===== src/rtl/am2940_param.sv =====
// Parameterised Am2940-style DMA address generator: control register, address/word counters, done logic.
// Optional build macro AM2940_AUTOREINIT_EN: reload AC/WC from AR/WCR when an enable cycle hits done.
module am2940_param #(
  parameter int WIDTH = 8,
  parameter int CR_W  = 4
) (
  input  logic             clk,
  input  logic             rst_n,
  input  logic [2:0]       instr,
  input  logic [WIDTH-1:0] datain,
  output logic [WIDTH-1:0] dataout,
  output logic             oedata,
  input  logic             cina,
  input  logic             cinw,
  output logic             cona,
  output logic             conw,
  output logic             done
);

  typedef enum logic [2:0] {
    I_WRCR   = 3'b000,
    I_RDCR   = 3'b001,
    I_RDWC   = 3'b010,
    I_RDAC   = 3'b011,
    I_REINIT = 3'b100,
    I_LDAR   = 3'b101,
    I_LDWC   = 3'b110,
    I_EN     = 3'b111
  } instr_e;

  localparam logic [WIDTH-1:0] ONES = '1;
  localparam logic [WIDTH-1:0] ONE  = WIDTH'(1);

  logic [CR_W-1:0]  cr_q, cr_d;
  logic [WIDTH-1:0] ar_q, ar_d, ac_q, ac_d, wcr_q, wcr_d, wc_q, wc_d;
  instr_e           op;
  logic [1:0]       mode;
  logic             ac_dn, stop, ac_term, wc_term, auto_rl;

  assign op    = instr_e'(instr);
  assign mode  = cr_q[1:0];
  assign ac_dn = cr_q[2];
  assign stop  = cr_q[3];

  // Terminal value is where the next count would wrap.
  assign ac_term = ac_dn ? (ac_q == '0) : (ac_q == ONES);
  assign wc_term = (mode == 2'b00) ? (wc_q == '0) : (wc_q == ONES);
  assign cona    = ~(~cina & ac_term);
  assign conw    = (mode == 2'b10) ? cinw : ~(~cinw & wc_term);

  always_comb begin
    done = 1'b0;
    case (mode)
      2'b00: done = (wc_q == ONE);
      2'b01: done = (wc_q == wcr_q);
      2'b10: done = (ac_q == wcr_q);
      2'b11: done = (wc_q == ONES) & ~cinw;
      default: done = 1'b0;
    endcase
  end

`ifdef AM2940_AUTOREINIT_EN
  assign auto_rl = done & ~stop;
`else
  assign auto_rl = 1'b0;
`endif

  always_comb begin
    cr_d  = cr_q;
    ar_d  = ar_q;
    ac_d  = ac_q;
    wcr_d = wcr_q;
    wc_d  = wc_q;
    case (op)
      I_WRCR: cr_d = CR_W'(datain);
      I_REINIT: begin
        ac_d = ar_q;
        wc_d = (mode == 2'b01) ? '0 : wcr_q;
      end
      I_LDAR: begin
        ar_d = datain;
        ac_d = datain;
      end
      I_LDWC: begin
        wcr_d = datain;
        wc_d  = (mode == 2'b01) ? '0 : datain;
      end
      I_EN: begin
        if (stop && done) begin
          ac_d = ac_q;
        end else if (auto_rl) begin
          ac_d = ar_q;
          wc_d = (mode == 2'b01) ? '0 : wcr_q;
        end else begin
          if (!cina) ac_d = ac_dn ? ac_q - ONE : ac_q + ONE;
          if (!cinw) begin
            case (mode)
              2'b00:        wc_d = wc_q - ONE;
              2'b01, 2'b11: wc_d = wc_q + ONE;
              default:      wc_d = wc_q;
            endcase
          end
        end
      end
      default: ;
    endcase
  end

  always_ff @(posedge clk or negedge rst_n) begin
    if (!rst_n) begin
      cr_q  <= '0;
      ar_q  <= '0;
      ac_q  <= '0;
      wcr_q <= '0;
      wc_q  <= '0;
    end else begin
      cr_q  <= cr_d;
      ar_q  <= ar_d;
      ac_q  <= ac_d;
      wcr_q <= wcr_d;
      wc_q  <= wc_d;
    end
  end

  // Read port is forced quiet while reset is held.
  always_comb begin
    dataout = '0;
    oedata  = 1'b0;
    if (rst_n) begin
      case (op)
        I_RDCR: begin dataout = WIDTH'(cr_q); oedata = 1'b1; end
        I_RDWC: begin dataout = wc_q;         oedata = 1'b1; end
        I_RDAC: begin dataout = ac_q;         oedata = 1'b1; end
        default: ;
      endcase
    end
  end

endmodule

===== config.mk =====
export PLATFORM = sky130hd
export DESIGN_NAME = am2940_param
export DESIGN_NICKNAME = d
export VERILOG_FILES = /design/src/rtl/am2940_param.sv
export SDC_FILE = /design/constraint.sdc
export NUM_CORES = 1
export LEC_CHECK = 0
export BUFFER_PORTS_ARGS = -buffer_cell sky130_fd_sc_hd__buf_2
export CORE_MARGIN = 2
export CORE_UTILIZATION = 30
export CTS_CLUSTER_SIZE = 12
export DETAILED_ROUTE_END_ITERATION = 16
export GPL_TIMING_DRIVEN = 0
export PLACE_DENSITY = 0.52
export SLEW_MARGIN = 20
export SYNTH_ARGS = -nofsm -noshare
export SYNTH_HDL_FRONTEND = slang
export SYNTH_SLANG_ARGS = --single-unit
export TNS_END_PERCENT = 50

===== constraint.sdc =====
create_clock -name clk -period 6.21 [get_ports clk]
set_clock_uncertainty 0.1 [all_clocks]
set_input_delay 0.9315 -clock clk [delete_from_list [all_inputs] [get_ports clk]]
set_output_delay 0.9315 -clock clk [all_outputs]
set_load 0.03 [all_outputs]

# Word-level counts from Yosys, hierarchy flattened
# Cells that the tools add are included.
[totals]
word_cells = 64
output_inout_bits = 12
register_bits = 36
[op_classes]
reduce_logical = 11
eq_ne = 19
muxes = 18
bitwise_logic = 7
add_sub_neg = 4
[op_table]
columns = ["cell", "n"]
rows = [
  ["$pmux W8 S3", 3],
  ["$mux W8", 8],
  ["$add A8 B1 Y8 const B", 2],
  ["$eq A8 B8 Y1", 2],
  ["$eq A8 B8 Y1 const B", 2],
  ["$logic_not A8 Y1", 2],
  ["$pmux W8 S2", 1],
  ["$sub A8 B1 Y8 const B", 2],
  ["$eq A3 B3 Y1 const B", 4],
  ["$eq A8 B1 Y1 const B", 1],
  ["$eq A3 B2 Y1 const B", 2],
  ["$ne A2 B2 Y1 const B", 3],
  ["$reduce_bool A3 Y1", 2],
  ["$mux W1", 5],
  ["$eq A2 B2 Y1 const B", 2],
  ["$not A1 Y1", 4],
  ["$pmux W1 S4", 1],
  ["$reduce_and A4 Y1", 1],
  ["$and A1 B1 Y1", 3],
  ["$eq A3 B1 Y1 const B", 1],
  ["$logic_not A3 Y1", 1],
  ["$ne A3 B3 Y1 const B", 1],
  ["$reduce_and A3 Y1", 1],
  ["$reduce_or A3 Y1", 1],
  ["4 further kinds", 4],
]

# Longest topological paths before layout
# Gate-level depths: netlist (run 1).
[depth]
ltp_word = 6
depth_mapped = 11
mapped_depth_nobuf = 9

# Worst setup path before layout (run 1)
# No wires, ideal clock.
[synth_timing]
path_type = "register to output"
startpoint = "register cr_q[0]"
endpoint = "output port done"
setup_slack_ns = 2.796
path_stages_with_launch = 8
n_path_buf = 1
arrival_time_ns = 2.382
required_time_ns = 5.178
cell_sequence = "dfrtp_1 > inv_1 > ha_1 > buf_6 > mux2_4 > or4b_1 > a2111o_1 > or2b_1"
[synth_between]
elab_chain_cells = 2
word_cells_on_any_way = 5
classes_between = "eq/ne (3); mux (1); reduce/logical (1)"
[synth_lines]
columns = ["element", "line_no", "source"]
rows = [
  ["start: declaration", "34", "logic [CR_W-1:0] cr_q, cr_d;"],
  ["start signal: assignment", "117", "cr_q <= cr_d;"],
  ["$eq A2 B2 Y1 (tied with other cells)", "53", "case (mode)"],
  ["$pmux W1 S4 (*)", "53", ""],
  ["end: declaration", "17", "output logic done"],
]
# Mark *: on every way between the ends. The rest lies on a longest branch, timed or not.

# Worst setup path after layout (run 1)
# Ends and elaborated chain as after synthesis.

==> flow_summary.ini, run 1 <==
[worst_setup_path]
path_class = reg -> out
cp_slowest_stage_delay_ps = 520
crit_path_max_fanout = 7
arrival_ps = 2930
critPathBufInv = 3
crit_path_end_kind = output port
cp_cell_sequence = inv_1 > ha_1 > buf_6 > mux2_4 > or4b_1 > a2111o_1 > or2b_1 > buf_2
cp_slowest_cell = a2111o_1
cp_top_family = simple AND/OR/NAND/NOR gates
cp-start-kind = register
crit_required_ps = 5180

[pwr]
power_density_mw_per_mm2 = 291
pwr-share-clk = 0.182
seqPwrFrac = 0.392
internal_power_uw = 532
total_power_uw = 908
switching_power_uw = 376
power_frac_comb = 0.426
p_sw_frac = 0.414
p_leak_uw = 0.00137
max-vdd-ir-drop_mv = 0.102

[hold_path]
hp-class = reg -> reg

[cells_and_area]
layout-drive-gt1-share = 0.186
final_core_util = 0.342
nFillCells = 962
finalNetCount = 375
multi_input_area_mm2 = 0.00172
layout_common_cells = dfrtp_1 (36), nor2_1 (34), o21ai_0 (29)
layout_commonest_cell = dfrtp_1
n_antenna_cell = 0
seq_area_um2 = 901
design_area_mm2 = 0.00312
area_growth_pct = 12.3

[floorplan]
fp.dieH_um = 100
core_region_area_mm2 = 0.00911
start_util = 0.305
die_w_um = 100
top_level_ports = 27
die_area_mm2 = 0.0100
rows = 35

[sta]
fmax_mhz = 252
finalHoldViolations = 0
finalWorstSetupSlack_ps = 2250
slew_viol_final = 0
worst_slew_pin_slew_ps = 865
finalCritPeriodShare = 0.638
max_slew_margin = 0.423
setup-tns-final_ps = 0
min_period_ps = 3960
setup_viol = 0
rsz0062_at_grt = no

[placed_design]
placed_area_mm2 = 0.00304
hpwl_mm = 5.81
portBuffers = 25
gp_congestion = 0.811
preCtsSetupSlack_ps = 2520

[clock_tree]
clockBufferDepth = 2
numCtsBuffers = 5
postCtsHoldBufs = 0
clkLatencyLatePin_ps = 290
postCtsSetupRepairBufs = 0
root_buffer = clkbuf_8
cts_sinks = 36
clkSlewWorstSetupHoldPaths_ps = 70
tritoncts = yes
htreeDepth = 2
cts_resized = 0

[grt]
grt_pass1_vias = 2353
grt_max_degree = 38
grt_pass1_wl_mm = 13.0
antenna_found_initial = 0
track_usage = 0.167
overflow = 0

[detailed_routing]
dr.pass1.iters = 4
drc = 0
drt_wl_total_mm = 7.91
drt_iter0_drc = 115
vias_per_cell = 5.33
ant_nets = 0
num_vias = 2427
post_drt_wl_per_cell_um = 17.4

[synth]
ys_warn_count = 0
synth_ff_type = dfrtp_1
synth_seq_cells = 36
avgSynthCellArea_um2 = 8.89
synthArstFlopShare = 1.00
netlist-cell-type-count = 53
syn_nets = 343
synth_cells = 312
syn_area_mm2 = 0.00278
ys_seq_area_frac = 0.325
synth-edff-count = 0

[job]
drv_cap = 0

[run_status]
status = finished clean
## area by class of cell
| cell class | instances | share of cell area |
|---|---|---|
| plain buffers | 18 | 0.0301 |
| clock buffers | 6 | 0.0233 |
| clock inverters | 1 | 0.00161 |
| inverters | 16 | 0.0193 |
| multi-input cells | 242 | 0.552 |
| flip-flops and latches | 36 | 0.289 |
| well taps | 111 | 0.0446 |
| repair buffers | 25 | 0.0401 |
## cell families (layout without fill, tap and decap cells)
kind of cell,Yosys count,after routing,synth area share
adders and majority gates,16,16,0.0748
AOI/OAI and AO/OA,82,82,0.200
buffers and inverters,34,66,0.0555
xor gates and xnor gates,11,11,0.0347
muxes,36,36,0.140
and+or+nand+nor,97,97,0.170
DFF,36,36,0.325
## final timing paths
kind,startpoint,to,slack [ps],cells after the start
min,ar_q[0],ar_q[0],390,1
max reg2reg,cr_q[0],ac_q[4],3160,8
min reg2reg,ar_q[0],ar_q[0],390,1
min in group asynchronous,rst_n,wc_q[4],640,1
max in group asynchronous,rst_n,ac_q[7],4810,1
max,cr_q[0],done,2250,8
## sequential cells by signal (all words and copies together) (netlist names)
signal and cells:
ac_q 8, ar_q 8, wc_q 8, wcr_q 8
cr_q 4
## worst register-to-register path: cells and delay by family (launching register included)
kind | cells | cell delay (ps)
buffers and inverters | 2 | 320
AND/OR/NAND/NOR | 1 | 470
adder cells (fa/ha/maj) | 1 | 190
flip-flops | 1 | 410
AO/OA/AOI/OAI | 2 | 790
multiplexers | 2 | 670
## metrics by stage
| stage | hold WS (ps) | std cells |
|---|---|---|
| 2_1_floorplan | 350 | 312 |
| 3_3_place_gp | 366 | 448 |
| 3_5_place_dp | 371 | 448 |
| 4_1_cts | 388 | 455 |
| 5_1_grt | 424 | 455 |
| 6_report | 387 | 455 |
## Yosys cell counts (4+ instances only)
library cell | instances | area (um^2)
a21oi_1 | 11 | 55.1
a22oi_1 | 11 | 82.6
and2_1 | 4 | 25.0
and3_1 | 4 | 25.0
clkbuf_1 | 11 | 41.3
dfrtp_1 | 36 | 901
ha_1 | 15 | 188
inv_1 | 16 | 60.1
mux2_2 | 18 | 203
mux2i_1 | 17 | 170
nand2_1 | 23 | 86.3
nand4_1 | 4 | 25.0
nor2_1 | 34 | 128
nor3_1 | 7 | 35.0
o21ai_0 | 29 | 145
o32a_1 | 4 | 40.0
xor2_1 | 8 | 70.1
## per-layer routing
metal / wire length [um] / global-route usage / part of all wire / up-vias
met5: 0 / 0 / 0 / -
met4: 148 / 0.0537 / 0.019 / 0
met3: 281 / 0.0209 / 0.036 / 13
met2: 3600 / 0.266 / 0.46 / 55
met1: 3870 / 0.235 / 0.49 / 1174
li1: - / - / - / 1185
## power by group through the flow
| stage | registers, uW | logic [uW] | clock network (uW) |
|---|---|---|---|
| finish | 356 | 386 | 165 |
| floorplan | 334 | 300 | 0 |
| global route | 367 | 440 | 181 |
| global placement | 360 | 379 | 0 |
| detailed placement | 361 | 383 | 0 |
| CTS | 356 | 386 | 170 |
(Power assumes the default switching activity.)
==> run 2: changes to the inputs <==
- PLACE_DENSITY: 0.52 -> 0.54
- clock period: 6.21 -> 3.2 ns (I/O delays scaled with it)
==> flow_summary.ini, run 2 (same netlist as run 1, synthesis figures left out) <==
[run_status]
status = finished clean

[cells_and_area]
multi_input_area_mm2 = 0.00174
layout-drive-gt1-share = 0.209
area_growth_pct = 14.8
finalNetCount = 380
nFillCells = 961
n_antenna_cell = 0
design_area_mm2 = 0.00319
layout_common_cells = dfrtp_1 (35), nor2_1 (34), o21ai_0 (29)
final_core_util = 0.350
seq_area_um2 = 902
layout_commonest_cell = dfrtp_1

[clock_tree]
numCtsBuffers = 5
clkLatencyLatePin_ps = 300
postCtsHoldBufs = 0
cts_sinks = 36
clockBufferDepth = 2
htreeDepth = 2
root_buffer = clkbuf_8
tritoncts = yes
clkSlewWorstSetupHoldPaths_ps = 80

[pwr]
switching_power_uw = 734
power_density_mw_per_mm2 = 568
power_frac_comb = 0.423
seqPwrFrac = 0.382
max-vdd-ir-drop_mv = 0.189
pwr-share-clk = 0.196
total_power_uw = 1810
internal_power_uw = 1080
p_leak_uw = 0.00139
p_sw_frac = 0.405

[hold_path]
hp-class = in -> async

[grt]
grt_pass1_wl_mm = 12.9
grtUsageMet1 = 0.239
grt_max_degree = 38
track_usage = 0.167
global_route.peak_usage_layer = met2
grt_pass1_vias = 2348
use_met2 = 0.261
antenna_found_initial = 0
overflow = 0
use_met3 = 0.0265

[placed_design]
portBuffers = 25
hpwl_mm = 5.79
gp_congestion = 0.815
placed_area_mm2 = 0.00304

[detailed_routing]
drt_wl_total_mm = 7.84
num_vias = 2410
ant_nets = 0
post_drt_wl_per_cell_um = 17.0
drt_iter0_drc = 137
dr.pass1.iters = 5
drc = 0
vias_per_cell = 5.23

[sta]
slew_viol_final = 0
finalHoldViolations = 0
min_period_ps = 3140
worst_slew_pin_slew_ps = 870
finalCritPeriodShare = 0.981
setup_viol = 0
max_slew_margin = 0.420
rsz0062_at_grt = no
setup-tns-final_ps = 0
fmax_mhz = 318
hold_ws_ps = 201

[worst_setup_path]
cp_slowest_cell = or4b_4
path_class = reg -> out
crit_path_end_kind = output port
rr_worst_depth = 7
cp_cell_sequence = ha_4 > mux2_4 > or4b_4 > a2111o_1 > or2b_1 > buf_6
cp-start-kind = register
r2r_setup_slack_ps = 300
crit_required_ps = 2620
cp_slowest_stage_delay_ps = 530
arrival_ps = 2560
crit_path_max_fanout = 4

[floorplan]
core_region_area_mm2 = 0.00911
die_area_mm2 = 0.0100
rows = 35
start_util = 0.305
top_level_ports = 27
fp.dieH_um = 100
die_w_um = 100

[job]
drv_cap = 0
-- run 2: cell types whose count changed in the layout (fill, tap and decap cells not counted), sizes merged --
cell	previous run	this run
clkinv	1	0
buf	32	37
clkbuf	17	19
-- run 2: metal layers --
| metal | vias to the layer above | routed length, um |
|---|---|---|
| li1 | 1197 | - |
| met1 | 1136 | 3870 |
| met2 | 67 | 3520 |
| met3 | 10 | 337 |
| met4 | 0 | 112 |
| met5 | - | 0 |
-- run 2: cell type report --
type,instances,share of cell area
Inverter,16,0.0188
Timing Repair Buffer,31,0.0554
Clock buffer,8,0.0283
Tap cell,111,0.0436
Multi-Input combinational cell,242,0.545
Sequential cell,36,0.283
Buffer,17,0.0259
-- run 2: worst max-delay path, delay by kind of cell (launching register included) --
kind                     cells  cell delay [ps]
AND/OR/NAND/NOR              2              730
flip-flops                   1              450
AO/OA/AOI/OAI                1              450
multiplexers                 1              300
adder cells (fa/ha/maj)      1              190
buffers and inverters        1              130
-- run 2: through the flow --
stage / setup WS, ps / std cells
floorplan: 238 / 312
global placement: 80.8 / 448
detailed placement: 27.7 / 448
global route: 14.4 / 461
finish: 60.2 / 461
CTS: 26.2 / 459
-- run 2: power groups by stage --
stage	combinational, uW	clock (uW)	sequential [uW]
after floorplan	583	0	648
after global placement	733	0	697
after detailed placement	743	0	699
after CTS	755	356	689
after global routing	863	369	710
final	766	354	691
-- run 2: worst paths after layout --
path,start,end
hold / removal,rst_n,ar_q[5]
hold reg to reg,ar_q[0],ar_q[0]
min in group clk,datain[1],cr_q[1]
setup / recovery,cr_q[1],done
setup reg to reg,cr_q[1],ac_q[4]
max in group asynchronous,rst_n,cr_q[1]
-- run 2: timing repair --
item	CTS	global route
hold endpoints to repair	0	0
setup endpoints to repair	1	1
resized for setup	3	4
gates cloned	0	0
pin swaps	1	3
setup buffers	3	3
==> run 3: changes to the inputs <==
- CORE_UTILIZATION: 30 -> 54
- PLACE_DENSITY: 0.54 -> 0.83
==> flow_summary.ini, run 3 (same netlist as run 1, synthesis figures left out) <==
[clock_tree]
clockBufferDepth = 2
postCtsHoldBufs = 0
clkSlewWorstSetupHoldPaths_ps = 70
root_buffer = clkbuf_8
numCtsBuffers = 5
cts_sinks = 36
clkLatencyLatePin_ps = 300
htreeDepth = 2
tritoncts = yes

[worst_setup_path]
crit_path_max_fanout = 4
crit_path_end_kind = output port
cp_slowest_stage_delay_ps = 510
crit_required_ps = 2620
path_class = reg -> out
cp_cell_sequence = inv_2 > ha_4 > mux2_4 > or4b_1 > a2111o_1 > or2b_1 > buf_6
cp-start-kind = register
arrival_ps = 2570
cp_slowest_cell = or4b_1

[grt]
overflow = 0
grt_pass1_wl_mm = 11.3
grt_max_degree = 38
track_usage = 0.268
grt_pass1_vias = 2237
antenna_found_initial = 0

[pwr]
seqPwrFrac = 0.392
switching_power_uw = 731
p_sw_frac = 0.412
max-vdd-ir-drop_mv = 0.254
pwr-share-clk = 0.175
power_frac_comb = 0.434
internal_power_uw = 1040
p_leak_uw = 0.00138
power_density_mw_per_mm2 = 572

[sta]
finalCritPeriodShare = 0.986
slew_viol_final = 0
finalWorstSetupSlack_ps = 45.8
worst_slew_pin_slew_ps = 813
rsz0062_at_grt = yes
finalHoldViolations = 0
fmax_mhz = 317
setup_viol = 0
setup-tns-final_ps = 0
max_slew_margin = 0.458
min_period_ps = 3150

[placed_design]
portBuffers = 25
gp_congestion = 0.879
preCtsSetupSlack_ps = 62.6
hpwl_mm = 5.24

[detailed_routing]
drt_iter0_drc = 257
drc = 0
num_vias = 2599
post_drt_wl_per_cell_um = 17.5
drt_wl_total_mm = 7.31
vias_per_cell = 6.23
dr.pass1.iters = 7
ant_nets = 0

[cells_and_area]
nFillCells = 434
finalNetCount = 378
layout_common_cells = dfrtp_1 (36), nor2_1 (34), o21ai_0 (29)
n_antenna_cell = 0
layout_commonest_cell = dfrtp_1
layout-drive-gt1-share = 0.199
area_growth_pct = 11.8

[floorplan]
start_util = 0.550
rows = 26
die_area_mm2 = 0.00573
die_w_um = 75.7
fp.dieH_um = 75.7
core_region_area_mm2 = 0.00504
top_level_ports = 27

[run_status]
status = finished clean

[job]
drv_cap = 0

[hold_path]
hp-class = in -> async
## run 3: cell count changes in the layout (fill, tap and decap cells not counted)
cell      before  now
buf_4          6    4
clkinv_2       0    1
or4b_4         1    0
dfrtp_1       35   36
clkbuf_8       6    5
clkbuf_1      13   12
or4b_1         0    1
dfrtp_2        1    0
## run 3: power by group through the flow
stage	combinational [uW]	clock, uW	sequential (uW)
detailed placement	739	0	694
floorplan	583	0	648
global route	848	336	708
global placement	710	0	688
finish	770	310	695
CTS	753	319	686
## run 3: repair_timing
action / CTS / global route
setup buffers: 2 / 2
endpoints found under the setup margin: 1 / 1
gates cloned: 0 / 0
resized for setup: 2 / 3
pin swaps: 1 / 3
## run 3: metal layers
layer  wire length (um)  GRT usage  part of all wire  up-vias
li1                   -          -                 -     1197
met1               3230      0.367              0.44     1263
met2               3420      0.410              0.47      115
met3                441     0.0476             0.060       24
met4                221      0.131             0.030        0
met5                  0          0                 0        -
## run 3: path summary, 6_finish.rpt
check | start | endpoint | slack (ps) | depth (start not counted)
max | cr_q[0] | done | 50 | 7
min | rst_n | wc_q[2] | 170 | 1
max reg2reg | cr_q[0] | wc_q[5] | 310 | 9
min reg2reg | ar_q[0] | ar_q[0] | 390 | 1
max in group asynchronous | rst_n | ac_q[5] | 2310 | 1
min in group clk | datain[6] | wcr_q[6] | 360 | 2
## run 3: cell type report
| class | instances | area [um^2] | share of cell area |
|---|---|---|---|
| Clock inverter | 1 | 5.00 | 0.00161 |
| Buffer | 17 | 82.6 | 0.0266 |
| Clock buffer | 6 | 72.6 | 0.0234 |
| Inverter | 16 | 60.1 | 0.0194 |
| Multi-Input combinational cell | 242 | 1730 | 0.558 |
| Tap cell | 70 | 87.6 | 0.0282 |
| Sequential cell | 36 | 901 | 0.290 |
| Timing Repair Buffer | 29 | 161 | 0.0520 |
## run 3: stage by stage
step / instances / hold slack (ps) / power [uW] / area [um^2] / util
final: 417 / 171 / 1770 / 3100 / 0.615
after detailed placement: 407 / 375 / 1430 / 2990 / 0.593
after floorplan: 312 / 84.4 / 1230 / 2780 / -
after global routing: 417 / 252 / 1890 / 3100 / 0.615
after CTS: 416 / 209 / 1760 / 3080 / 0.611
after global placement: 407 / 363 / 1400 / 2990 / 0.593
## run 3: critical path: cells and delay by family (launching register included)
kind	cells	cell delay [ps]
AO/OA/AOI/OAI	1	440
adder cells (fa/ha/maj)	1	160
buffers and inverters	2	250
flip-flops	1	410
multiplexers	1	310
AND/OR/NAND/NOR	2	710
